$ cat config.mk
export PLATFORM = sky130hd
export DESIGN_NAME = iot_sequencer
export DESIGN_NICKNAME = d
export VERILOG_FILES = /design/src/rtl/iot_sequencer.sv
export SDC_FILE = /design/constraint.sdc
export NUM_CORES = 1
export LEC_CHECK = 0
export CORE_MARGIN = 10
export CORE_UTILIZATION = 40
export CTS_CLUSTER_SIZE = 12
export DETAILED_ROUTE_END_ITERATION = 10
export PLACE_DENSITY = 0.82
export SLEW_MARGIN = 20
export SYNTH_ARGS = -nofsm -noshare
export SYNTH_HDL_FRONTEND = slang
export SYNTH_SLANG_ARGS = --single-unit
export TNS_END_PERCENT = 10
$ cat constraint.sdc
create_clock -name clk -period 1.9 [get_ports clk]
set_input_delay 0.38 -clock clk [delete_from_list [all_inputs] [get_ports clk]]
set_output_delay 0.38 -clock clk [all_outputs]
set_load 0.005 [all_outputs]
$ cat src/rtl/iot_sequencer.sv
// PDP-8 IOT sequencer: decodes the device select of an opcode-6 instruction and
// walks the IOP1/IOP2/IOP4 phases against one of NDEV device channels.
module iot_sequencer #(
  parameter int               NDEV      = 2,
  parameter logic [6*NDEV-1:0] DEV_CODES = {6'o03, 6'o04},
  parameter logic [NDEV-1:0]   IRQ_MASK  = '1
) (
  input  logic              clk,
  input  logic              nrst,
  input  logic              start,
  input  logic [11:0]       instr,
  input  logic [11:0]       ac_in,
  output logic              busy,
  output logic              done,
  output logic              skip,
  output logic [11:0]       ac_out,
  output logic              nodev,
  output logic              irq,
  input  logic [NDEV-1:0]   dev_ready,
  output logic [NDEV-1:0]   dev_clear,
  input  logic [NDEV-1:0]   dev_clearacc,
  output logic [7:0]        dev_dataout,
  input  logic [8*NDEV-1:0] dev_datain,
  output logic [NDEV-1:0]   dev_load
);

  localparam int IDX_W = (NDEV > 1) ? $clog2(NDEV) : 1;

  typedef enum logic [2:0] {S_IDLE, S_P1, S_P2, S_P4, S_DONE} state_t;

  state_t           state, state_nxt;
  logic             accept;
  logic             hit_c;
  logic [IDX_W-1:0] idx_c;
  logic [2:0]       iop_q;
  logic             hit_q;
  logic [IDX_W-1:0] idx_q;
  logic [11:0]      ac_q;
  logic             skip_q;
  logic [11:0]      ac_fin;

  // Scan from the top so the lowest matching channel is the one that sticks.
  function automatic logic [IDX_W:0] match_dev(input logic [5:0] dev);
    logic [IDX_W:0] r;
    r = '0;
    for (int i = NDEV - 1; i >= 0; i--) begin
      if (DEV_CODES[6*i +: 6] == dev) r = {1'b1, IDX_W'(i)};
    end
    return r;
  endfunction

  assign {hit_c, idx_c} = match_dev(instr[8:3]);
  assign accept = (state == S_IDLE) && start && (instr[11:9] == 3'o6);
  assign busy   = (state != S_IDLE);

  always_ff @(posedge clk) begin
    if (!nrst) state <= S_IDLE;
    else       state <= state_nxt;
  end

  always_comb begin
    state_nxt = state;
    dev_clear = '0;
    dev_load  = '0;
    done      = 1'b0;
    case (state)
      S_IDLE: if (accept) state_nxt = S_P1;
      S_P1:   state_nxt = S_P2;
      S_P2: begin
        state_nxt = S_P4;
        if (iop_q[1] && hit_q) dev_clear[idx_q] = 1'b1;
      end
      S_P4: begin
        state_nxt = S_DONE;
        if (iop_q[2] && hit_q) dev_load[idx_q] = 1'b1;
      end
      S_DONE: begin
        state_nxt = S_IDLE;
        done      = 1'b1;
      end
      default: state_nxt = S_IDLE;
    endcase
  end

  // Only the low byte takes device data; AC[11:8] passes through.
  always_comb begin
    ac_fin = ac_q;
    if (iop_q[2] && hit_q) ac_fin[7:0] = ac_q[7:0] | dev_datain[8*int'(idx_q) +: 8];
  end

  // Working registers are fully reloaded on accept, so they carry no reset.
  always_ff @(posedge clk) begin
    if (accept) begin
      iop_q  <= instr[2:0];
      hit_q  <= hit_c;
      idx_q  <= idx_c;
      ac_q   <= ac_in;
      skip_q <= 1'b0;
    end
    if (state == S_P1 && iop_q[0] && hit_q && dev_ready[idx_q]) skip_q <= 1'b1;
    if (state == S_P2 && iop_q[1] && hit_q && dev_clearacc[idx_q]) ac_q <= '0;
  end

  always_ff @(posedge clk) begin
    if (!nrst) begin
      irq         <= 1'b0;
      dev_dataout <= '0;
      skip        <= 1'b0;
      ac_out      <= '0;
      nodev       <= 1'b0;
    end else begin
      irq <= |(dev_ready & IRQ_MASK);
      if (accept) dev_dataout <= ac_in[7:0];
      if (state == S_P4) begin
        skip   <= skip_q;
        ac_out <= ac_fin;
        nodev  <= !hit_q;
      end
    end
  end

endmodule
==> results by group <==
Pwr
  – Worst IR drop on VDD: roughly 0.45 mV
  – Power per standard cell area: around 700 mW/mm^2
  – Leak pwr: 1.05 nW

Setup path
  – CP top delay family: buffers and inverters
  – Critical path class: reg2out
  – Reg-to-Reg Start: state[1]
  – Path depth of the worst reg2reg path: 6
  – Critical Path RT: between 1.5 and 2 ns
  – FF-to-FF setup slack: 0.49 ns
  – CP Capture Type: output pin
  – Slowest CP cell: clkdlybuf4s50_1
  – Crit Path Max Fanout: 4
  – CP max stage delay: 0.44 ns
  – Critical-path cell list: buf_4 -> nor3_4 -> inv_2 -> clkdlybuf4s50_1
  – WP buf/inv: 3
  – CP Launch Type: flip-flop
  – Reg2Reg Capture Point: hit_q
  – WP depth: 4
  – Worst Path Arrival: 1.42 ns

Final layout
  – Final net count: 323
  – # diodes: 0
  – Post-route cell area: 0.00274 sq mm
  – Synth-to-layout area growth: 48.8%
  – Ratio of cells with drive above 1 in the final layout: a little under an eighth

Floorplan
  – Die W: 87.8 microns
  – Starting Density: 41.7%
  – Site row count: 24
  – CORE AREA: 0.00441 sq mm
  – Die height: 87.8 microns
  – Boundary pin count: 76
  – Die area: 0.00771 sq mm

Routing
  – 1st-pass router iterations: 4
  – Vias per cell: 5.25
  – WL per Instance: about 16 microns
  – Initial drt markers: 187
  – DRC Markers: 0
  – Final WL: 5.35 mm
  – Via count: 1728
  – Antenna viol nets, final: 0

Clock tree
  – Clk_lat worst skew: 0.30 ns
  – Clock Tree Buf Depth: 2
  – Clock Sinks: 44
  – Clock Pin Slew Worst Setup and Hold Paths: 0.09 ns
  – H-tree Lvls: 2
  – TritonCTS Buffers: 5
  – CTS tree: done
  – Root Buffer Master: clkbuf_8
  – Post-CTS Hold Fix Bufs: 0
  – Post CTS Setup Buffer Count: 0

Yosys
  – Cell accounting for the most synthesized area: dfxtp_1
  – Yosys warning count: 0
  – Synthesized flop and latch total: 44
  – Top cell type's share of synthesized area: 42.4%
  – Yosys cell types: 35
  – Sequential-to-total area share from yosys stat: 50.6%
  – Top cells by area, synth: dfxtp_1 (42%), edfxtp_1 (8.2%), o21ai_0 (7.9%), a21oi_1 (5.4%), a21boi_0 (3.7%)
  – Average cell area after synthesis: 9.43 sq um
  – Syn Inst Count: 195
  – Syn nets: 242
  – Cell Area, Synth: 0.00184 sq mm

Min path
  – Hold Path Class: reg2reg
  – Worst Hold Launch: skip_q
  – Hold Crit Depth: 2
  – Hold endpoint: skip

Timing
  – Fin crit share: 94.8%
  – Skew final: 0.00926 ns
  – Fin Setup TNS: 0 ns
  – Worst slew pin tran: 0.502 ns
  – FMAX: approximately 0.55 GHz
  – Worst slew margin: 66.4%
  – Final hold violation count: 0
  – Min cycle time layout: 1.80 ns
  – Final setup violation count: 0
  – Max-slew violations: 0
  – Unrepaired setup endpoints after global routing: no

GRT
  – GRT Total Usage: 13.7%
  – Largest net degree at the start of global routing: 27
  – Vias in the first global route: 1738
  – First-pass GRT wire length: 8.45 mm
  – Initial antenna violation count: 0
  – Grt ovf: 0

Run status
  – Status: completed

Placement
  – Post-DP Area: ~0.0026 sq mm
  – Final GP Congestion: 0.780
  – HPWL Detailed: 4.19 mm
  – # port buffers: 75

Job
  – Max-Cap Viols: 0
## metal layers
metal | track usage, % | up-vias | wire length [microns]
met3 | 4.09 | 10 | 358
met4 | 5.22 | 0 | 102
met5 | 0 | - | 0
met1 | 15.6 | 802 | 2090
met2 | 23.5 | 56 | 2800
li1 | - | 860 | -
## worst min-delay path: stages, from the launching register on
cell and delay, ns:
dfxtp_1 0.32, nand2_1 0.05, a21boi_0 0.06
## report_power, final
| group | internal, mW | total [mW] | leakage, nW | switching (mW) |
|---|---|---|---|---|
| sequential | 1.02 | 1.05 | 0.364 | 0.0370 |
| clock | 0.261 | 0.590 | 0.0445 | 0.329 |
| combinational | 0.169 | 0.276 | 0.646 | 0.107 |
## how the worst max path moves through the flow
stage	start	to	slack [ns]
finish	state[1]	busy	0.1
global route	state[1]	busy	0.04
CTS	state[1]	busy	0.04
detailed placement	state[2]	dev_load[1]	0.15
global placement	state[2]	dev_load[0]	0.19
floorplan	state[1]	hit_q	0.44
## cells in the final DEF, fill, tap and decap left out, types with 2 or more instances in the layout
| cell | Yosys | layout |
|---|---|---|
| nand3_1 | 13 | 13 |
| clkbuf_8 | 0 | 5 |
| nand3b_1 | 2 | 2 |
| clkdlybuf4s50_1 | 0 | 70 |
| mux2i_1 | 2 | 2 |
| nor2_1 | 13 | 13 |
| nand2_1 | 12 | 12 |
| nor3b_1 | 2 | 2 |
| a21oi_1 | 20 | 20 |
| and2_2 | 3 | 3 |
| a21boi_1 | 4 | 4 |
| dfxtp_1 | 39 | 37 |
| dlygate4sd2_1 | 0 | 5 |
| a22oi_1 | 8 | 8 |
| o211a_1 | 2 | 2 |
| o21ai_0 | 29 | 29 |
| edfxtp_1 | 5 | 5 |
| buf_4 | 2 | 15 |
| a21boi_0 | 9 | 9 |
| nand4b_1 | 2 | 2 |
## state kept, by name, indices dropped and copies added (netlist names), 3 cells and up
name	cells
ac_out	12
ac_q	12
dev_dataout	8
iop_q	3
state	3
## Yosys cell counts (all sizes together)
cell type / instances
o31ai: 1
nand3: 13
edfxtp: 5
nor3: 1
and3b: 2
nand3b: 2
a21oi: 20
xnor2: 1
mux2i: 2
o21a: 1
inv: 2
dfxtp: 39
nand4: 1
and2: 3
o21ai: 29
and4b: 1
buf: 11
a21boi: 13
clkbuf: 5
and3: 1
a2111oi: 1
nor2: 13
nand4b: 2
o211a: 2
nand2: 12
nor3b: 2
a22oi: 8
nor4: 2
## through the flow
step / hold WS [ns] / std cells / worst slack (ns) / power (mW) / utilization (%)
global placement: 0.445 / 321 / 0.191 / 1.34 / 59.9
detailed placement: 0.459 / 321 / 0.154 / 1.35 / 59.9
CTS: 0.470 / 329 / 0.0416 / 1.94 / 62.0
finish: 0.465 / 329 / 0.0982 / 1.92 / 62.0
global route: 0.487 / 329 / 0.0432 / 2.01 / 62.0
floorplan: 0.437 / 195 / 0.437 / 1.20 / -
## final cells by class
type | instances | area [sq um]
Inverter | 2 | 7.51
Sequential cell | 44 | 936
Multi-Input combinational cell | 133 | 781
Clock inverter | 3 | 21.3
Tap cell | 52 | 65.1
Fill cell | 387 | 1680
Clock buffer | 5 | 68.8
Timing Repair Buffer | 90 | 857
## timing repair
item                       4_1_cts  5_1_grt
gates resized for setup          9        0
pin swaps                        1        1
setup endpoints to repair        5        1
## logic make-up after synthesis
logic type / synth area share [%]
simple gates: 16.5
buf+inv: 7.00
compound gates: 24.3
mux: 1.09
xor+xnor: 0.476
flops: 50.6
(Power assumes the default switching activity.)
==> edit: new RTL, same settings <==
Register the output `irq` once more, with the module's reset; this adds one clock of latency there. The other outputs are not delayed to match.
--- a/src/rtl/iot_sequencer.sv
+++ b/src/rtl/iot_sequencer.sv
@@ -29,2 +29,4 @@
   typedef enum logic [2:0] {S_IDLE, S_P1, S_P2, S_P4, S_DONE} state_t;
+
+  logic irq_s0;
 
@@ -105,3 +107,3 @@
     if (!nrst) begin
-      irq         <= 1'b0;
+      irq_s0      <= 1'b0;
       dev_dataout <= '0;
@@ -111,3 +113,3 @@
     end else begin
-      irq <= |(dev_ready & IRQ_MASK);
+      irq_s0 <= |(dev_ready & IRQ_MASK);
       if (accept) dev_dataout <= ac_in[7:0];
@@ -121,2 +123,10 @@
 
+  always_ff @(posedge clk) begin
+    if (!nrst) begin
+      irq <= '0;
+    end else begin
+      irq <= irq_s0;
+    end
+  end
+
 endmodule
Function: changed (a bounded check fails within 4 cycles, from zero or initial values and one cycle with nrst low).
==> edit against the original RTL <==
  * Worst hold slack worse by 0.012 ns
  * Sequential cell count is 1 higher
  * Total power is 0.74% lower
  * Combinational power is 2% lower
  * Die area is 0.10% higher
  * Area after synthesis is 0.14% higher
  * Design area is 0.64% higher
  * Worst setup slack better by 0.0068 ns
  * Routed wire length is 0.19% higher
  * Synthesized cell count is 1.0% higher
==> edit: results (changes against the original RTL) <==
* Status: completed
* Post-synth top cells: dfxtp_1, o21ai_0, a21oi_1, nand3_1, nor2_1
* Final worst slack at 0.1050 ns (+0.006825 ns)
* Hold path start: irq_s0
* Seq/Total Area, Yosys at 0.5163 (+0.01018)
* Worst r2r src: state[1]
* IO buf count at 75 (unchanged)
* Fin Clk Skew at 0.002783 ns (-0.006473 ns)
* FF-to-FF path depth at 4 (-2)
* Place WS at 0.1254 ns (-0.02888 ns)
* Vias at 1727 (-0.058%)
* Switch Pwr at 445.4 µW (-5.9%)
* Post-DRT Antenna Nets at 0 (unchanged)
* Min-delay worst type: register to register
* Reg2reg end: ac_out[4]
* Worst hold path stage count at 1 (-1)
* CTS max path bufs at 2 (unchanged)
* Area contributors post-synth: dfxtp_1, edfxtp_1, o21ai_0
* Vias/cell at 5.249 (about the same)
* DP HPWL at 4035 µm (-3.7%)
* Largest net degree at the start of global routing at 28 (+3.7%)
* GRT Total Usage at 0.1370 (about the same)
* Mapped Nets at 244 (+0.83%)
* Distinct cells, synth at 35 (unchanged)
* Worst relative slew slack at 0.6511 (-0.01323)
* Mapped Avg Cell Area at 9.349 µm² (-0.88%)
* Gp weighted congestion at 0.7964 (+2.1%)
* Register-to-register setup slack at 0.39 ns (-0.10 ns)
* WHS at 0.4533 ns (-0.01154 ns)
* Post-synthesis xor/xnor area fraction at 0.004755 (-0.000006470)
* First-pass GRT wire length at 8473 µm (+0.33%)
* Static leakage at 0.001087 µW (+3.1%)
* Post-synth EDFFs at 5 (unchanged)
* Pre-antenna DRT Iters at 4 (unchanged)
* Drt initial violations at 136 (-27%)
* Htree depth at 2 (unchanged)
* Max rail drop VDD at 0.0004291 V (-4.9%)
* Fillers at 395 (+2.1%)
* Yosys warnings at 0 (unchanged)
* Fraction of registers with async set/reset at 0 (unchanged)
* Synth Area in Compound Gates at 0.2425 (-0.0003300)
* Min-Delay Endpoint: irq
* Drt wl/cell at 16.30 µm (+0.19%)
* Share of cells above drive strength 1 at 0.1011 (-0.01444)
* Vias in the first global route at 1743 (+0.29%)
* Area post-placement at 0.002646 mm² (unchanged)
* Mux cell area share after synthesis at 0.01087 (-0.00001479)
* Critical path fanouts, max at 8 (+4)
edit: cell types whose count changed after synthesis:
cell	unedited run	this run
o21ai_1	0	3
buf_6	5	3
buf_2	3	5
and2_2	3	0
buf_4	2	3
buf_8	1	0
dfxtp_1	39	40
o21ai_0	29	26
and2_1	0	4
edit: power by group through the flow:
stage / clock, µW / sequential (µW) / combinational, µW
2_1_floorplan: 0 / 1090 / 127
3_3_place_gp: 0 / 1100 / 262
3_5_place_dp: 0 / 1100 / 269
4_1_cts: 566 / 1080 / 271
5_1_grt: 621 / 1090 / 299
6_report: 555 / 1080 / 270
edit: metrics by stage:
stage                     power (µW)   TNS, ns
after floorplan                 1217         0
final                           1906         0
after CTS                       1918  -0.09318
after global placement          1362         0
after global routing            2009         0
after detailed placement        1372         0
edit: how the worst max path moves through the flow:
stage | startpoint | cells after the start | end
floorplan | state[1] | 5 | hit_q
global placement | state[0] | 3 | dev_load[0]
detailed placement | state[0] | 3 | dev_load[1]
CTS | state[0] | 4 | dev_clear[0]
global route | state[0] | 4 | dev_clear[1]
finish | state[0] | 3 | busy
edit: critical path: cells and delay by family, from the launching register on:
family / cells / cell delay [ns]
AND/OR/NAND/NOR: 1 / 0.22
flip-flops: 1 / 0.39
buffers and inverters: 2 / 0.53
edit: kinds of logic after synthesis:
| kind of cell | count (synthesis) |
|---|---|
| muxes | 2 |
| xor gates and xnor gates | 1 |
| AOI/OAI and AO/OA | 75 |
| buffers and inverters | 18 |
| and+or+nand+nor | 56 |
| DFF | 45 |
edit: cell type report:
class                           instances  area, µm²  area share
Inverter                                2      7.507    0.002726
Timing Repair Buffer                   88      849.6      0.3085
Sequential cell                        45      959.7      0.3485
Tap cell                               52      65.06     0.02363
Clock buffer                            6      72.57     0.02635
Multi-Input combinational cell        134      789.5      0.2867
Clock inverter                          2      10.01    0.003635
edit: what timing repair did:
item | CTS | global route
gates resized for setup | 8 | 4
buffers inserted | 1 | 0
setup endpoints to repair | 5 | 2
pin swaps | 0 | 1
edit: routing by layer:
metal	global-route usage	share of wire	vias to the layer above
li1	-	-	863
met1	0.1583	0.41	807
met2	0.2308	0.51	49
met3	0.05292	0.074	8
met4	0.03623	0.012	0
met5	0	0	-
